`src/rtl/seq_reduce_gate.sv`:
```
// Serial AND/OR/XOR/NAND reducer: folds a WIDTH-bit operand into one bit, CHUNK bits per clock.
// Optional SEQ_REDUCE_EARLY_EXIT_EN ends the fold as soon as the result is decided.
module seq_reduce_gate #(
   parameter int WIDTH = 8,
   parameter int CHUNK = 2
) (
   input  logic             clk,
   input  logic             rst,
   input  logic             in_valid,
   output logic             in_ready,
   input  logic [WIDTH-1:0] in_data,
   input  logic [1:0]       mode,
   output logic             out_valid,
   input  logic             out_ready,
   output logic             out,
   output logic             busy
);

   localparam int N     = WIDTH / CHUNK;
   localparam int IDX_W = (N > 1) ? $clog2(N) : 1;

   localparam logic [1:0] MODE_AND  = 2'b00;
   localparam logic [1:0] MODE_OR   = 2'b01;
   localparam logic [1:0] MODE_XOR  = 2'b10;
   localparam logic [1:0] MODE_NAND = 2'b11;

   generate
      if ((WIDTH < 2) || (CHUNK < 1) || (CHUNK > WIDTH) || ((WIDTH % CHUNK) != 0)) begin : g_bad_cfg
         $error("seq_reduce_gate: WIDTH must be >= 2 and a multiple of CHUNK, CHUNK in 1..WIDTH");
      end
   endgenerate

   typedef enum logic [1:0] {
      ST_IDLE = 2'b00,
      ST_RUN  = 2'b01,
      ST_HOLD = 2'b10
   } state_t;

   // Starting accumulator value for a mode: all-ones for AND-type, zero otherwise.
   function automatic logic mode_identity(input logic [1:0] op);
      logic r;
      case (op)
         MODE_AND:  r = 1'b1;
         MODE_NAND: r = 1'b1;
         MODE_OR:   r = 1'b0;
         MODE_XOR:  r = 1'b0;
         default:   r = 1'b0;
      endcase
      return r;
   endfunction

   // One fold step; NAND accumulates as AND and is inverted only on output.
   function automatic logic fold_chunk(input logic acc, input logic [CHUNK-1:0] c, input logic [1:0] op);
      logic r;
      case (op)
         MODE_OR:   r = acc | (|c);
         MODE_XOR:  r = acc ^ (^c);
         MODE_AND:  r = acc & (&c);
         MODE_NAND: r = acc & (&c);
         default:   r = acc & (&c);
      endcase
      return r;
   endfunction

   state_t             state_r;
   logic [WIDTH-1:0]   data_r;
   logic [1:0]         mode_r;
   logic               acc_r;
   logic [IDX_W-1:0]   idx_r;

   logic [CHUNK-1:0]   chunk_s;
   logic               fold_s;
   logic               last_s;
   logic               early_s;
   logic               done_s;

   // Select the current chunk (LSB first) and compute the next accumulator value.
   always_comb begin
      chunk_s = data_r[int'(idx_r) * CHUNK +: CHUNK];
      fold_s  = fold_chunk(acc_r, chunk_s, mode_r);
      last_s  = (idx_r == IDX_W'(N - 1));
   end

`ifdef SEQ_REDUCE_EARLY_EXIT_EN
   // A zero under AND/NAND or a one under OR cannot change any more; XOR never decides early.
   always_comb begin
      case (mode_r)
         MODE_AND:  early_s = ~fold_s;
         MODE_NAND: early_s = ~fold_s;
         MODE_OR:   early_s = fold_s;
         MODE_XOR:  early_s = 1'b0;
         default:   early_s = 1'b0;
      endcase
   end
`else
   // Without early exit every operation runs the full N folds.
   always_comb begin
      early_s = 1'b0;
   end
`endif

   // Fold completes on the last chunk, or earlier when the result is already decided.
   always_comb begin
      if (last_s || early_s) begin
         done_s = 1'b1;
      end else begin
         done_s = 1'b0;
      end
   end

   // Control FSM with all handshake outputs registered; reset wins over any handshake.
   always_ff @(posedge clk) begin
      if (rst) begin
         state_r   <= ST_IDLE;
         data_r    <= {WIDTH{1'b0}};
         mode_r    <= MODE_AND;
         acc_r     <= 1'b0;
         idx_r     <= {IDX_W{1'b0}};
         out       <= 1'b0;
         out_valid <= 1'b0;
         busy      <= 1'b0;
         in_ready  <= 1'b1;
      end else begin
         case (state_r)
            ST_IDLE: begin
               if (in_valid) begin
                  data_r   <= in_data;
                  mode_r   <= mode;
                  acc_r    <= mode_identity(mode);
                  idx_r    <= {IDX_W{1'b0}};
                  state_r  <= ST_RUN;
                  in_ready <= 1'b0;
                  busy     <= 1'b1;
               end else begin
                  state_r  <= ST_IDLE;
               end
            end
            ST_RUN: begin
               acc_r <= fold_s;
               if (done_s) begin
                  // idx is left alone here so it never wraps past the last chunk.
                  state_r   <= ST_HOLD;
                  out       <= (mode_r == MODE_NAND) ? ~fold_s : fold_s;
                  out_valid <= 1'b1;
               end else begin
                  idx_r   <= idx_r + IDX_W'(1);
                  state_r <= ST_RUN;
               end
            end
            ST_HOLD: begin
               if (out_ready) begin
                  state_r   <= ST_IDLE;
                  out_valid <= 1'b0;
                  busy      <= 1'b0;
                  in_ready  <= 1'b1;
               end else begin
                  state_r   <= ST_HOLD;
               end
            end
            default: begin
               state_r   <= ST_IDLE;
               out_valid <= 1'b0;
               busy      <= 1'b0;
               in_ready  <= 1'b1;
            end
         endcase
      end
   end

endmodule

```
`config.mk`:
```
export PLATFORM = sky130hd
export DESIGN_NAME = seq_reduce_gate
export DESIGN_NICKNAME = d
export VERILOG_FILES = /design/src/rtl/seq_reduce_gate.sv
export SDC_FILE = /design/constraint.sdc
export NUM_CORES = 1
export LEC_CHECK = 0
export CORE_UTILIZATION = 56
export CTS_BUF_LIST = sky130_fd_sc_hd__clkbuf_8
export DETAILED_ROUTE_END_ITERATION = 12
export PLACE_DENSITY = 0.85
export SLEW_MARGIN = 5
export SYNTH_ARGS = -nofsm -noshare
export SYNTH_HDL_FRONTEND = slang
export SYNTH_SLANG_ARGS = --single-unit
```
`constraint.sdc`:
```
create_clock -name clk -period 5.28 [get_ports clk]
set_clock_uncertainty 0.15 [all_clocks]
set_input_delay 1.056 -clock clk [delete_from_list [all_inputs] [get_ports clk]]
set_output_delay 1.056 -clock clk [all_outputs]
set_load 0.02 [all_outputs]
```
Yosys cells after proc, flatten, opt, wreduce, memory -nomap -nowiden

Cells that the tools add are included.

Register bits: 19
Input bits: 14
Output and inout bits: 4
Logic and storage cells: 67

Add/subtract/negate cells: 1
Equal/unequal tests: 13
Shift-type cells: 1
Muxes and demuxes: 21
Bitwise logic cells: 6
Reductions and logical operators: 16

Operator list:

| cell                  | number |
|---|---|
| $eq A2 B2 Y1 const B  | 6 |
| $pmux W1 S3           | 4 |
| $mux W1               | 9 |
| $reduce_and A3 Y1     | 3 |
| $mux W2               | 4 |
| $ne A2 B2 Y1 const B  | 4 |
| $reduce_and A2 Y1     | 4 |
| $reduce_or A2 Y1      | 4 |
| $shiftx A8 B4 Y2      | 1 |
| $eq A2 B1 Y1 const B  | 3 |
| $logic_not A2 Y1      | 3 |
| $pmux W2 S3           | 1 |
| $pmux W1 S2           | 2 |
| $pmux W2 S2           | 1 |
| $not A1 Y1            | 3 |
| $add A2 B1 Y2 const B | 1 |
| $reduce_bool A2 Y1    | 1 |
| $reduce_xor A2 Y1     | 1 |
| $and A1 B1 Y1         | 1 |
| $or A1 B1 Y1          | 1 |
| $xor A1 B1 Y1         | 1 |

Longest topological paths before layout

Depth after elaboration: 6
Gate-level depth with buffers: 7
Mapped depth without buffers: 7

Worst setup path after synthesis

OpenSTA, ideal clock, no wires.

Path kind: register to register
Start: reg idx_r[0]
End: reg out
Setup time: 79 ps
Arrival: 1922 ps
Data required time: 5051 ps
Setup slack: 3128 ps
Stages on the path, launching flop included: 8
Path buffers: 0
Period minus slack after synthesis: 2152 ps
Cells stage by stage: dfxtp_1 > mux4_2 > inv_1 > ha_1 > and3b_1 > nor3_1 > and4b_1 > a211oi_2

Longest elaborated chain between the ends: 6
Elaborated cells on any way between the ends: 13
Those cells by class: eq/ne: 1; shift: 1; mux: 3; bitwise: 4; reduce/logical: 4

RTL lines:

| item                                      | RTL line | text |
|---|---|---|
| start, declared                           | 69       | `logic [IDX_W-1:0] idx_r;` |
| start signal, assigned                    | 118      | `idx_r <= {IDX_W{1'b0}};` |
| start signal, assigned                    | 130      | `idx_r <= {IDX_W{1'b0}};` |
| start signal, assigned                    | 146      | `idx_r <= idx_r + IDX_W'(1);` |
| $shiftx A8 B4 Y2                          | 79       | `chunk_s = data_r[int'(idx_r) * CHUNK +: CHUNK];` |
| $reduce_and A2 Y1 (tied with other cells) | --       |  |
| $and A1 B1 Y1 (tied with other cells)     | --       |  |
| $pmux W1 S3                               | 55       | `case (op)` |
| $not A1 Y1                                | 143      | `out <= (mode_r == MODE_NAND) ? ~fold_s : fold_s;` |
| $mux W1                                   | 143      |  |
| end signal, assigned                      | 143      |  |
| end, declared                             | 15       | `output logic out,` |

Parallel ways exist; a longest one is shown, timed or not.
A chain may end at the register's enable or synchronous reset.

Final worst setup path

Start: reg busy
End: out busy

RTL lines:

| item                   | RTL line | text |
|---|---|---|
| start, declared        | 16       | `output logic busy` |
| start signal, assigned | 121      | `busy <= 1'b0;` |
| start signal, assigned | 133      | `busy <= 1'b1;` |
| start signal, assigned | 154      | `busy <= 1'b0;` |

No word-level cell between the ends.

==> run metrics <==
status finished clean; number of global-route vias before repair about 740; Worst path max stage delay 0.61 ns; Post-Syn Area roughly 940 um2; DIE WIDTH 43.1 um; total power draw around 0.30 mW; Yosys top cell by area dfxtp_1; Crit. End Element output port; number of setup buffers added after CTS 0; Rel. slew slack around 57%; GRT Total Usage 22.1%; Finish-stage setup viols 0; H-Tree Level Count 1; Die Y about 43 um; fmax 418 MHz; Post-synth top cells nand2_1 (23), dfxtp_1 (19), a21oi_1 (13); largest net degree at the start of global routing 20; CP Launch Type register; CP required approximately 4.1 ns; num rows 14; Via density 5.79; HP Class register to register; ANT cells 0; number of synthesized flops with an enable pin 0; buffers from clock root to sink, at most 2; Power Density 261 nW/um2; maxcap violations 0; WP buf/inv 1; cts repair resizes 0; Sink Count 19; DR pass1 iterations 4; clock slew at the register clock pins of the worst setup and hold paths 0.07 ns; total gr overflow 0; first-pass GRT wire length 3040 um; initial DRC count 13; Setup TNS 0 ns; post-synth top area share 40.3%; CP arrival 1.19 ns; share of layout cells above drive strength 1 9.84%; most common flop cell mapped by yosys dfxtp_1; Num CTS Buffers 3; IO Pins 18; Synth cell types 32; crit path kind register to output port; Layout area overhead 22.1%; Area contributors post-synth dfxtp_1 (40%), nand2_1 (9.1%), ha_1 (7.9%), a21oi_1 (6.9%), mux4_2 (4.8%); Final Max Slew Viols 0; CP delay by family, top buffers and inverters; RSZ-0062 raised after global routing false; leakage dissipation 0.458 nW; total number of vias 799; ANT nets after route 0; average size of a mapped cell 9.00 um2; Post-DP HPWL 1400 um; Routed wire per std cell 13.2 um; root buffer cell clkbuf_8; IO Port Bufs 17; critical path fanouts, max 2; YS warnings 0; syn nets around 130; Worst Tran Pin Value 0.645 ns; WL final 1820 um; fin crit share 45.3%; slowest stage cell, crit path clkdlybuf4s50_1; Routability Congestion 0.728; crit-path cells clkdlybuf4s50_1; Post-synth ARST share 0%; drc violations 0; #FFs+latches synth 19; Cells after Synth 105; Initial Utilization 61.3%; Layout Nets 143; count leader, synth nand2_1; initial antenna violation count 0; maximum vdd drop ~0.20 mV; Die Area 1860 um2; CTS tree built; endpoints failing hold 0; Hold Buf Count CTS 0; post-route minimum period ~2.4 ns; register area share after synthesis 40.3%; total core area 1540 um2; worst skew pair latency 0.24 ns
power by group:
group | leakage [nW] | internal [mW] | total, mW | switching [mW]
clock network | 0.0269 | 0.0514 | 0.0926 | 0.0412
registers | 0.156 | 0.152 | 0.159 | 0.00740
logic | 0.275 | 0.0270 | 0.0490 | 0.0220
cell usage in the layout (no fill, tap or decap), drive strengths merged, types with 3 or more instances in the layout:
master         Yosys  routed
nand2             23      23
ha                 6       6
a21oi             13      13
inv                5       6
nand2b             6       6
dfxtp             19      19
clkbuf             1       3
nor2               5       5
clkdlybuf4s50      0      17
sequential cells by signal (all words and copies together), names as in the netlist:
signal     count
data_r         8
idx_r          2
mode_r         2
state_r        2
acc_r          1
busy           1
in_ready       1
out            1
out_valid      1
kinds of logic (layout without fill, tap and decap cells):
| family | after synthesis | count (layout) | synth area share, % |
|---|---|---|---|
| buffers and inverters | 9 | 26 | 4.77 |
| adder cells (fa/ha/maj) | 6 | 6 | 7.95 |
| AND/OR/NAND/NOR | 42 | 42 | 23.4 |
| XOR/XNOR | 1 | 1 | 0.927 |
| multiplexers | 3 | 3 | 5.96 |
| AO/OA/AOI/OAI | 25 | 25 | 16.7 |
| flip-flops | 19 | 19 | 40.3 |
cell type report:
cell class	count	area, um2
multi-input cells	77	519
fillers	117	388
flip-flops and latches	19	380
repair buffers	17	170
clock buffers	3	41.3
well taps	16	20.0
inverters	5	18.8
clock inverters	1	3.75
final timing paths:
check / start / end / slack, ns / cells after the start
worst min-delay path: data_r[7]$_SDFFE_PP0N_ / data_r[7]$_SDFFE_PP0N_ / 0.30 / 2
worst max-delay path: busy$_SDFFE_PP0P_ / busy / 2.89 / 1
worst min register to register: data_r[7]$_SDFFE_PP0N_ / data_r[7]$_SDFFE_PP0N_ / 0.30 / 2
worst max register to register: idx_r[0]$_SDFFE_PP0P_ / acc_r$_SDFFE_PP0P_ / 2.93 / 6
through the flow:
step / hold WS [ns] / cell area (um2) / setup slack (ns) / util (%) / instances
4_1_cts: 0.307 / 1150 / 2.87 / 74.8 / 138
6_report: 0.302 / 1150 / 2.89 / 74.8 / 138
2_1_floorplan: 0.282 / 945 / 3.13 / - / 105
3_3_place_gp: 0.291 / 1110 / 2.80 / 71.9 / 134
5_1_grt: 0.325 / 1150 / 2.85 / 74.8 / 138
3_5_place_dp: 0.299 / 1110 / 2.74 / 71.9 / 134
routing by layer:
layer  up-vias  global-route usage [%]  share of wire [%]
met5         -                       0                  0
met4         0                    5.45               0.50
met3         2                    3.83                4.5
met2        28                    42.7                 55
met1       373                    24.5                 40
li1        396                       -                  -
Power figures use the tool's default switching activity.
